File: src/rtl/uart_tx_word_arbiter_if.sv
// Handshake bundle between the message sources, the word arbiter and the byte serializer.
// The master modport is the arbiter side; the slave modport is the sources/serializer side.
interface uart_tx_word_arbiter_if #(
  parameter int NUM_REQ       = 4,
  parameter int W_IN          = 16,
  parameter int BITS_PER_WORD = 8
);
  localparam int GID_W = (NUM_REQ > 1) ? $clog2(NUM_REQ) : 1;

  logic [NUM_REQ-1:0]      s_valid;
  logic [NUM_REQ-1:0]      s_ready;
  logic [NUM_REQ*W_IN-1:0] s_data;
  logic                    w_valid;
  logic                    w_ready;
  logic [BITS_PER_WORD-1:0] w_data;
  logic                    w_last;
  logic [GID_W-1:0]        grant_id;
  logic                    busy;

  modport master (
    input  s_valid, s_data, w_ready,
    output s_ready, w_valid, w_data, w_last, grant_id, busy
  );

  modport slave (
    output s_valid, s_data, w_ready,
    input  s_ready, w_valid, w_data, w_last, grant_id, busy
  );
endinterface

File: src/rtl/uart_tx_word_arbiter.sv
// Round-robin arbiter sharing one word-wide UART TX serializer among NUM_REQ message sources.
// A grant covers a whole message, sent word 0 first, followed by GAP_CYCLES idle clocks.
module uart_tx_word_arbiter #(
  parameter int NUM_REQ       = 4,
  parameter int W_IN          = 16,
  parameter int BITS_PER_WORD = 8,
  parameter int GAP_CYCLES    = 4
) (
  input logic                   clk,
  input logic                   rstn,
  uart_tx_word_arbiter_if.master bus
);
  localparam int NUM_WORDS = W_IN / BITS_PER_WORD;
  localparam int GID_W     = (NUM_REQ > 1) ? $clog2(NUM_REQ) : 1;
  localparam int WC_W      = (NUM_WORDS > 1) ? $clog2(NUM_WORDS) : 1;
  localparam int GC_W      = (GAP_CYCLES > 1) ? $clog2(GAP_CYCLES) : 1;
  localparam int unsigned NREQ_U = NUM_REQ;

  localparam logic [WC_W-1:0]  LAST_WORD = WC_W'(NUM_WORDS - 1);
  localparam logic [GC_W-1:0]  LAST_GAP  = GC_W'((GAP_CYCLES > 0) ? GAP_CYCLES - 1 : 0);
  localparam logic [GID_W-1:0] PTR_RESET = GID_W'(NUM_REQ - 1);

  localparam logic [1:0] IDLE = 2'd0;
  localparam logic [1:0] SEND = 2'd1;
  localparam logic [1:0] GAP  = 2'd2;

  if ((W_IN % BITS_PER_WORD) != 0 || W_IN < BITS_PER_WORD) begin : g_bad_width
    $error("uart_tx_word_arbiter: W_IN must be a non-zero multiple of BITS_PER_WORD");
  end

  logic [1:0]                                 state;
  logic [GID_W-1:0]                           ptr;
  logic [GID_W-1:0]                           grant_q;
  logic [NUM_WORDS-1:0][BITS_PER_WORD-1:0]    buffer;
  logic [WC_W-1:0]                            word_cnt;
  logic [GC_W-1:0]                            gap_cnt;

  logic [NUM_REQ-1:0][W_IN-1:0]               src_data;
  logic                                       req_any;
  logic [GID_W-1:0]                           pick;
  logic [GID_W-1:0]                           cand;
  int unsigned                                cand_full;
  logic [NUM_REQ-1:0]                         ready;

  assign src_data = bus.s_data;

  // Search starts one past the last grant, so the previous owner has lowest priority.
  always_comb begin
    req_any   = 1'b0;
    pick      = '0;
    cand      = '0;
    cand_full = 0;
    for (int unsigned i = 1; i <= NREQ_U; i++) begin
      cand_full = (32'(ptr) + i) % NREQ_U;
      cand      = GID_W'(cand_full);
      if (!req_any && bus.s_valid[cand]) begin
        req_any = 1'b1;
        pick    = cand;
      end
    end
  end

  always_comb begin
    ready = '0;
    if (rstn && state == IDLE && req_any) begin
      ready[pick] = 1'b1;
    end
  end

  always_ff @(posedge clk) begin
    if (!rstn) begin
      state    <= IDLE;
      ptr      <= PTR_RESET;
      grant_q  <= '0;
      buffer   <= '0;
      word_cnt <= '0;
      gap_cnt  <= '0;
    end else begin
      case (state)
        IDLE: begin
          if (req_any) begin
            buffer   <= src_data[pick];
            grant_q  <= pick;
            ptr      <= pick;
            word_cnt <= '0;
            state    <= SEND;
          end
        end
        SEND: begin
          if (bus.w_ready) begin
            if (word_cnt == LAST_WORD) begin
              gap_cnt <= '0;
              state   <= (GAP_CYCLES == 0) ? IDLE : GAP;
            end else begin
              word_cnt <= word_cnt + 1'b1;
            end
          end
        end
        GAP: begin
          if (gap_cnt == LAST_GAP) begin
            state <= IDLE;
          end else begin
            gap_cnt <= gap_cnt + 1'b1;
          end
        end
        default: state <= IDLE;
      endcase
    end
  end

  assign bus.s_ready  = ready;
  assign bus.w_valid  = (state == SEND);
  assign bus.w_data   = (state == SEND) ? buffer[word_cnt] : '0;
  assign bus.w_last   = (state == SEND) && (word_cnt == LAST_WORD);
  assign bus.grant_id = grant_q;
  assign bus.busy     = (state != IDLE);

endmodule

File: src/flat_wrapper.sv
// flat-port wrapper written by rule: the top's interface ports become plain ports
module uart_tx_word_arbiter_flat 
#(
  parameter int NUM_REQ       = 4,
  parameter int W_IN          = 16,
  parameter int BITS_PER_WORD = 8,
  parameter int GAP_CYCLES    = 4
)
  (clk, rstn, bus_s_valid, bus_s_data, bus_w_ready, bus_s_ready, bus_w_valid, bus_w_data, bus_w_last, bus_grant_id, bus_busy);
  uart_tx_word_arbiter_if #(.NUM_REQ(NUM_REQ), .W_IN(W_IN), .BITS_PER_WORD(BITS_PER_WORD)) bus_i ();
  input logic clk;
  input logic rstn;
  input wire logic [$bits(bus_i.s_valid)-1:0] bus_s_valid;
  input wire logic [$bits(bus_i.s_data)-1:0] bus_s_data;
  input wire logic [$bits(bus_i.w_ready)-1:0] bus_w_ready;
  output wire logic [$bits(bus_i.s_ready)-1:0] bus_s_ready;
  output wire logic [$bits(bus_i.w_valid)-1:0] bus_w_valid;
  output wire logic [$bits(bus_i.w_data)-1:0] bus_w_data;
  output wire logic [$bits(bus_i.w_last)-1:0] bus_w_last;
  output wire logic [$bits(bus_i.grant_id)-1:0] bus_grant_id;
  output wire logic [$bits(bus_i.busy)-1:0] bus_busy;
  assign bus_i.s_valid = bus_s_valid;
  assign bus_i.s_data = bus_s_data;
  assign bus_i.w_ready = bus_w_ready;
  assign bus_s_ready = bus_i.s_ready;
  assign bus_w_valid = bus_i.w_valid;
  assign bus_w_data = bus_i.w_data;
  assign bus_w_last = bus_i.w_last;
  assign bus_grant_id = bus_i.grant_id;
  assign bus_busy = bus_i.busy;
  uart_tx_word_arbiter #(.NUM_REQ(NUM_REQ), .W_IN(W_IN), .BITS_PER_WORD(BITS_PER_WORD), .GAP_CYCLES(GAP_CYCLES)) u_core (.clk(clk), .rstn(rstn), .bus(bus_i));
endmodule
File: config.mk
export PLATFORM = sky130hd
export DESIGN_NAME = uart_tx_word_arbiter_flat
export DESIGN_NICKNAME = d
export VERILOG_FILES = /design/src/rtl/uart_tx_word_arbiter_if.sv /design/src/rtl/uart_tx_word_arbiter.sv /design/src/flat_wrapper.sv
export SDC_FILE = /design/constraint.sdc
export NUM_CORES = 1
export LEC_CHECK = 0
export BUFFER_PORTS_ARGS = -buffer_cell sky130_fd_sc_hd__buf_4
export CORE_AREA = 5 5 69 71
export CTS_CLUSTER_SIZE = 40
export DETAILED_ROUTE_END_ITERATION = 7
export DIE_AREA = 0 0 74 76
export PLACE_DENSITY = 0.76
export SYNTH_ARGS = -nofsm -noshare
export SYNTH_HDL_FRONTEND = slang
export SYNTH_SLANG_ARGS = --single-unit
export TNS_END_PERCENT = 20
File: constraint.sdc
create_clock -name clk -period 1.9 [get_ports clk]
set_input_delay 0.38 -clock clk [delete_from_list [all_inputs] [get_ports clk]]
set_output_delay 0.38 -clock clk [all_outputs]
set_load 0.005 [all_outputs]
After elaboration in Yosys (flattened, before gate mapping)

Index checks and enable logic that the tools add are counted.

RAM bits: 0
Word-level logic and storage cells: 83
Memories kept: 0
ROM bits: 0
Latch bits: 0
Output and inout bits: 17
Flip-flop bits (word level): 25
Input bits: 71

Equality and inequality tests: 8
Reduce and logical (&&, ||, !) cells: 18
$mul: 0
Bitwise operators: 0
Add/sub/neg operators: 6
Multiplexer cells: 37
$lt $le $gt $ge: 7
Divide/modulo/power cells: 0
Shift-type cells: 0

Operator list:

| cell                                                                                 | number |
|---|---|
| 16-bit binary-select mux with 2-bit select                                           | 1 |
| 8-bit two-way mux                                                                    | 3 |
| 2-bit two-way mux                                                                    | 11 |
| 16-bit two-way mux                                                                   | 1 |
| 2-bit by 3-bit < comparator with 1-bit output (second input constant)                | 5 |
| 1-bit two-way mux                                                                    | 12 |
| 1-bit binary-select mux with 2-bit select                                            | 4 |
| 4-bit AND reduction                                                                  | 2 |
| 1-bit logical AND                                                                    | 7 |
| 2-bit by 1-bit adder with 2-bit output (second input constant)                       | 3 |
| 2-bit by 1-bit inequality test with 1-bit output (second input constant)             | 3 |
| 2-bit case mux with 3 select lines                                                   | 1 |
| 2-bit nonzero test                                                                   | 3 |
| 2-bit adder (second input constant)                                                  | 2 |
| 2-bit equality test (second input constant)                                          | 2 |
| 4-bit two-way mux                                                                    | 1 |
| 2-bit inequality test (second input constant)                                        | 2 |
| 2-bit case mux with 2 select lines                                                   | 1 |
| 1-bit zero test                                                                      | 3 |
| 3-bit AND reduction                                                                  | 1 |
| 1-bit demux with 2-bit select                                                        | 1 |
| 2-bit by 1-bit equality test with 1-bit output (second input constant)               | 1 |
| 2-bit by 1-bit greater-or-equal comparator with 1-bit output (second input constant) | 1 |
| 2-bit zero test                                                                      | 1 |
| other kinds (4)                                                                      | 4 |

Depth between registers and ports, before layout

Depth after elaboration: 18
Depth in mapped cells: 8

Least setup slack after synthesis

No wires, ideal clock.

Path kind: input-to-output
Start point: input bus_s_valid[3]
End point: output bus_s_ready[0]
Arrival time: 1470 ps
Path buffers: 3
Stages on the path: 6
Setup slack: 50 ps
Path through: buf_2 > and3b_1 > a311o_1 > buf_2 > buf_6 > and3_1

Cells in the longest elaborated chain, start to end: 17

Ends and longest elaborated chain:

| item                                                                                                                                                       | RTL line                   | source |
|---|---|---|
| from (decl)                                                                                                                                                | flat_wrapper.sv:13         | `input wire logic [$bits(bus_i.s_valid)-1:0] bus_s_valid;` |
| 1-bit binary-select mux with 2-bit select                                                                                                                  | uart_tx_word_arbiter.sv:56 | `if (!req_any && bus.s_valid[cand]) begin` |
| 1-bit two-way mux (not written as such)                                                                                                                    | uart_tx_word_arbiter.sv:56 |  |
| 1-bit two-way mux                                                                                                                                          | uart_tx_word_arbiter.sv:56 |  |
| 1-bit zero test                                                                                                                                            | uart_tx_word_arbiter.sv:56 |  |
| 1-bit logical AND                                                                                                                                          | uart_tx_word_arbiter.sv:56 |  |
| 1-bit two-way mux                                                                                                                                          | uart_tx_word_arbiter.sv:56 |  |
| 1-bit zero test                                                                                                                                            | uart_tx_word_arbiter.sv:56 |  |
| 1-bit logical AND                                                                                                                                          | uart_tx_word_arbiter.sv:56 |  |
| 1-bit two-way mux                                                                                                                                          | uart_tx_word_arbiter.sv:56 |  |
| 1-bit zero test                                                                                                                                            | uart_tx_word_arbiter.sv:56 |  |
| 1-bit logical AND                                                                                                                                          | uart_tx_word_arbiter.sv:56 |  |
| 2-bit two-way mux                                                                                                                                          | uart_tx_word_arbiter.sv:56 |  |
| 2-bit by 3-bit < comparator with 1-bit output (not written as such) / 2-bit by 1-bit greater-or-equal comparator with 1-bit output (equally long branches) | uart_tx_word_arbiter.sv:66 | `ready[pick] = 1'b1;` |
| 1-bit logical AND (not written as such)                                                                                                                    | uart_tx_word_arbiter.sv:66 |  |
| 1-bit two-way mux (not written as such)                                                                                                                    | uart_tx_word_arbiter.sv:66 |  |
| 1-bit demux with 2-bit select                                                                                                                              | -                          |  |
| 4-bit two-way mux (*)                                                                                                                                      | uart_tx_word_arbiter.sv:65 | `if (rstn && state == IDLE && req_any) begin` |
| to (decl)                                                                                                                                                  | flat_wrapper.sv:16         | `output wire logic [$bits(bus_i.s_ready)-1:0] bus_s_ready;` |

Every way passes the cells marked *; elsewhere a longest branch is shown, timed or not. The select of a mux whose other input is x is not followed.

Final worst setup path

Start point: register u_core.ptr[1]
End point: output bus_s_ready[0]

Cells in the longest elaborated chain, start to end: 18

Ends and longest elaborated chain:

| item                                                                                                                                                       | RTL line                   | source |
|---|---|---|
| from (decl)                                                                                                                                                | uart_tx_word_arbiter.sv:32 | `logic [GID_W-1:0] ptr;` |
| from (signal assigned)                                                                                                                                     | uart_tx_word_arbiter.sv:84 | `ptr <= pick;` |
| 2-bit by 1-bit adder with 2-bit output                                                                                                                     | uart_tx_word_arbiter.sv:54 | `cand_full = (32'(ptr) + i) % NREQ_U;` |
| 1-bit binary-select mux with 2-bit select                                                                                                                  | uart_tx_word_arbiter.sv:56 |  |
| 1-bit two-way mux (not written as such)                                                                                                                    | uart_tx_word_arbiter.sv:56 |  |
| 1-bit two-way mux                                                                                                                                          | uart_tx_word_arbiter.sv:56 |  |
| 1-bit zero test                                                                                                                                            | uart_tx_word_arbiter.sv:56 |  |
| 1-bit logical AND                                                                                                                                          | uart_tx_word_arbiter.sv:56 |  |
| 1-bit two-way mux                                                                                                                                          | uart_tx_word_arbiter.sv:56 |  |
| 1-bit zero test                                                                                                                                            | uart_tx_word_arbiter.sv:56 |  |
| [... 2 more ...]                                                                                                                                           | -                          |  |
| 1-bit zero test                                                                                                                                            | uart_tx_word_arbiter.sv:56 |  |
| 1-bit logical AND                                                                                                                                          | uart_tx_word_arbiter.sv:56 |  |
| 2-bit two-way mux                                                                                                                                          | uart_tx_word_arbiter.sv:56 |  |
| 2-bit by 3-bit < comparator with 1-bit output (not written as such) / 2-bit by 1-bit greater-or-equal comparator with 1-bit output (equally long branches) | uart_tx_word_arbiter.sv:66 |  |
| 1-bit logical AND (not written as such)                                                                                                                    | uart_tx_word_arbiter.sv:66 |  |
| 1-bit two-way mux (not written as such)                                                                                                                    | uart_tx_word_arbiter.sv:66 |  |
| 1-bit demux with 2-bit select                                                                                                                              | -                          |  |
| 4-bit two-way mux (*)                                                                                                                                      | uart_tx_word_arbiter.sv:65 |  |

Marks and branches as above.

==> results.md <==
- Internal power: 1110 uW
- CP Max Fanout: 11
- Placed cell areas: between 2000 and 2500 um^2
- Die height: 76 um
- Congestion Overflow GR: 0
- Hold Startpoint: bus_s_data[56]
- CORE AREA: 4170 um^2
- Global-route wire length before repair: 7840 um
- Cells after DPL: 351
- I/O pin cnt: 88
- Final period demand of the worst path: about 1900 ps
- Vias in the first global route: approximately 1,700
- Initial Util: 42.4%
- WL final: 5080 um
- Critical Path Start Type: register
- DR iter-0 viols: 79
- Switch share: 31.8%
- Average size of a mapped cell: 8.01 um^2
- Most frequent cells in the layout: buf_4, nand2_1, mux2i_1, dfxtp_1, nor2_1
- Share of total power in combinational logic: about two fifths
- Register area share after synthesis: 28.3%
- Via/cell ratio: ~5.3
- CTS tree: done
- F_max: 0.532 GHz
- Detailed Routing Iterations Pass 1: 4
- Ys Warns: 0
- Post-route cell area: 2560 um^2
- GPL Wtd Cong: 0.847
- CTS H-tree depth: 1
- Post-DRT Antenna Nets: 0
- Skew final: 1.13 ps
- WP data required: 1520 ps
- Port Buffers: 87
- Status: completed
- CP Class: register to output port
- Core Util, Final: about three fifths
- DR WL/cell: approximately 14 um
- Critical path's slowest cell: dfxtp_4
- # DRC: 0
- Final Max Tran Viols: 0
- Yosys reg bits: 25
- Final setup viols: 0
- EDFF count, synth: 0
- RSZ-0062 raised after global routing: true
- Period utilisation layout: between 90% and 100%
- Largest net degree at the start of global routing: 29
- Net Switching: 518 uW
- Hold endpoint: u_core.buffer[8]$_SDFFE_PN0P_
- CTS Buf Count: 3
- Initial antenna violation count: 0
- Core Rows: 24
- Clock sinks: 25
- Seq pwr share: 40.2%
- Diode count: 0
- HPWL Detailed: 3890 um
- Unique masters post-synth: 36
- Fillers: 395
- Largest stage delay on the critical path: roughly 390 ps
- Hold Path Class: primary input to register
- Max_cap viols: 0
- R2R Path End: u_core.buffer[2]$_SDFFE_PN0P_
- Clock Latency Late Sink: roughly 260 ps
- Post-Syn Area: 1770 um^2
- Total Die Area: 5620 um^2
- Hold violation count in the final report: 0
- Chip width: 74 um
- Layout area overhead: 44.6%
- Post-Syn Nets: just under 300
- CP Capture Type: output port
- Worst slew pin tran: 383 ps
- Buffers and inverters on the worst path: 1
- CP delay by family, top: compound AO/OA/AOI/OAI gates
- CTS max path bufs: 2
- R2R setup slack: about 250 ps
- CTS clk-pin slew, worst paths: 80 ps
- Worst r2r src: u_core.ptr[1]$_SDFFE_PN1P_
- Critical path, cell by cell: o21bai_1 -> a311o_1 -> and3_4 -> buf_4
- Leak: 0.00118 uW
- Synth Instances: approximately 220
- DR vias: 1,893
- R2R cell count: 6
- Power Density: 638 nW/um^2
- FFs w/ async S/R, synth: 0%
- Crit path DAT: about 1500 ps
- Clk pwr share: 18.7%
- Share of layout cells above drive strength 1: between 30% and 40%
- Synth Flop Type: dfxtp_1
- Worst VDD drop: 0.287 mV
- Final std cells w/o fill: between 300 and 400
- Tot GR Track Use: 17.3%
- Worst slew margin: 74.4%
- Most common cell after layout, fill and taps aside: buf_4
- Root Driver: clkbuf_8
- Hold depth: 3
- Layout net count: 379
## worst max path at each step
stage	startpoint	endpoint	slack, ps	depth (start not counted)
finish	u_core.ptr[1]$_SDFFE_PN1P_	bus_s_ready[0]	20	4
global route	u_core.ptr[1]$_SDFFE_PN1P_	bus_s_ready[0]	-10	4
CTS	u_core.ptr[1]$_SDFFE_PN1P_	bus_s_ready[0]	-2	4
detailed placement	bus_s_valid[3]	u_core.buffer[2]$_SDFFE_PN0P_	80	7
global placement	bus_s_valid[3]	u_core.buffer[3]$_SDFFE_PN0P_	120	7
floorplan	bus_s_valid[3]	bus_s_ready[0]	50	6
## power groups by stage
stage / Combinational (uW) / Sequential (uW) / Clock [uW]
3_5_place_dp: 652 / 664 / 0
5_1_grt: 731 / 663 / 338
6_report: 670 / 655 / 306
4_1_cts: 656 / 652 / 315
3_3_place_gp: 643 / 662 / 0
2_1_floorplan: 425 / 636 / 0
## timing repair
item	in CTS	in global routing
endpoints found under the hold margin	0	0
buffers inserted	0	3
setup endpoints to repair	4	9
pin swaps	2	2
hold buffers	0	0
gates cloned	0	0
resized for setup	3	6
## metal layers
layer / vias to the layer above / GRT usage [%] / wire (um)
met5: - / 0 / 0
met3: 6 / 4.22 / 377
met4: 0 / 3.99 / 53
met2: 63 / 30.5 / 2590
li1: 968 / - / -
met1: 856 / 20.6 / 2060
## per-stage QoR
stage	hold WS, ps	worst slack (ps)	total power (uW)	setup TNS (ps)
after floorplan	460	49.9	1060	0
after global placement	457	121	1310	0
after detailed placement	461	79.1	1320	0
after CTS	385	-2.08	1620	-2.08
after global routing	382	-13.6	1730	-13.6
final	385	21.6	1630	0
## cell families (layout without fill, tap and decap cells)
family,Yosys count,in the layout,share of synthesized area (%)
muxes,26,26,14.7
buffers and inverters,23,108,6.86
adders and majority gates,1,1,0.707
and+or+nand+nor,73,73,17.8
DFF,25,25,28.3
AOI/OAI and AO/OA,73,73,31.6
## cells in the mapped netlist (2+ instances only)
| library cell | n | area (um^2) |
|---|---|---|
| nand2_1 | 39 | 146 |
| mux2i_1 | 26 | 260 |
| dfxtp_1 | 25 | 500 |
| nor2_1 | 18 | 67.6 |
| a221o_1 | 16 | 160 |
| o21a_1 | 16 | 120 |
| o21ai_0 | 11 | 55.1 |
| o21ai_1 | 10 | 50.1 |
| clkbuf_1 | 9 | 33.8 |
| buf_2 | 7 | 35.0 |
| a21oi_1 | 4 | 20.0 |
| inv_1 | 4 | 15.0 |
| nand2b_1 | 4 | 25.0 |
| nor2b_1 | 4 | 25.0 |
| and2_1 | 3 | 18.8 |
| a21boi_0 | 2 | 15.0 |
| and3_1 | 2 | 12.5 |
| buf_6 | 2 | 22.5 |
| o22ai_1 | 2 | 12.5 |
## layout make-up
type / count / area (um^2) / area share (%)
clock buffers: 4 / 45.0 / 1.76
repair buffers: 100 / 751 / 29.4
inverters: 4 / 15.0 / 0.587
well taps: 52 / 65.1 / 2.54
flip-flops and latches: 25 / 507 / 19.8
multi-input cells: 173 / 1170 / 45.9
## tightest hold or removal path: stages
cell and delay (ps):
buf_4 70, mux2i_1 50, o21ai_1 110
## flip-flops by register name (all words and copies together) (netlist names)
| signal | cells |
|---|---|
| u_core.buffer | 16 |
| u_core.bus.grant_id | 2 |
| u_core.gap_cnt | 2 |
| u_core.ptr | 2 |
| u_core.state | 2 |
| u_core.word_cnt | 1 |
Power figures use the tool's default switching activity.
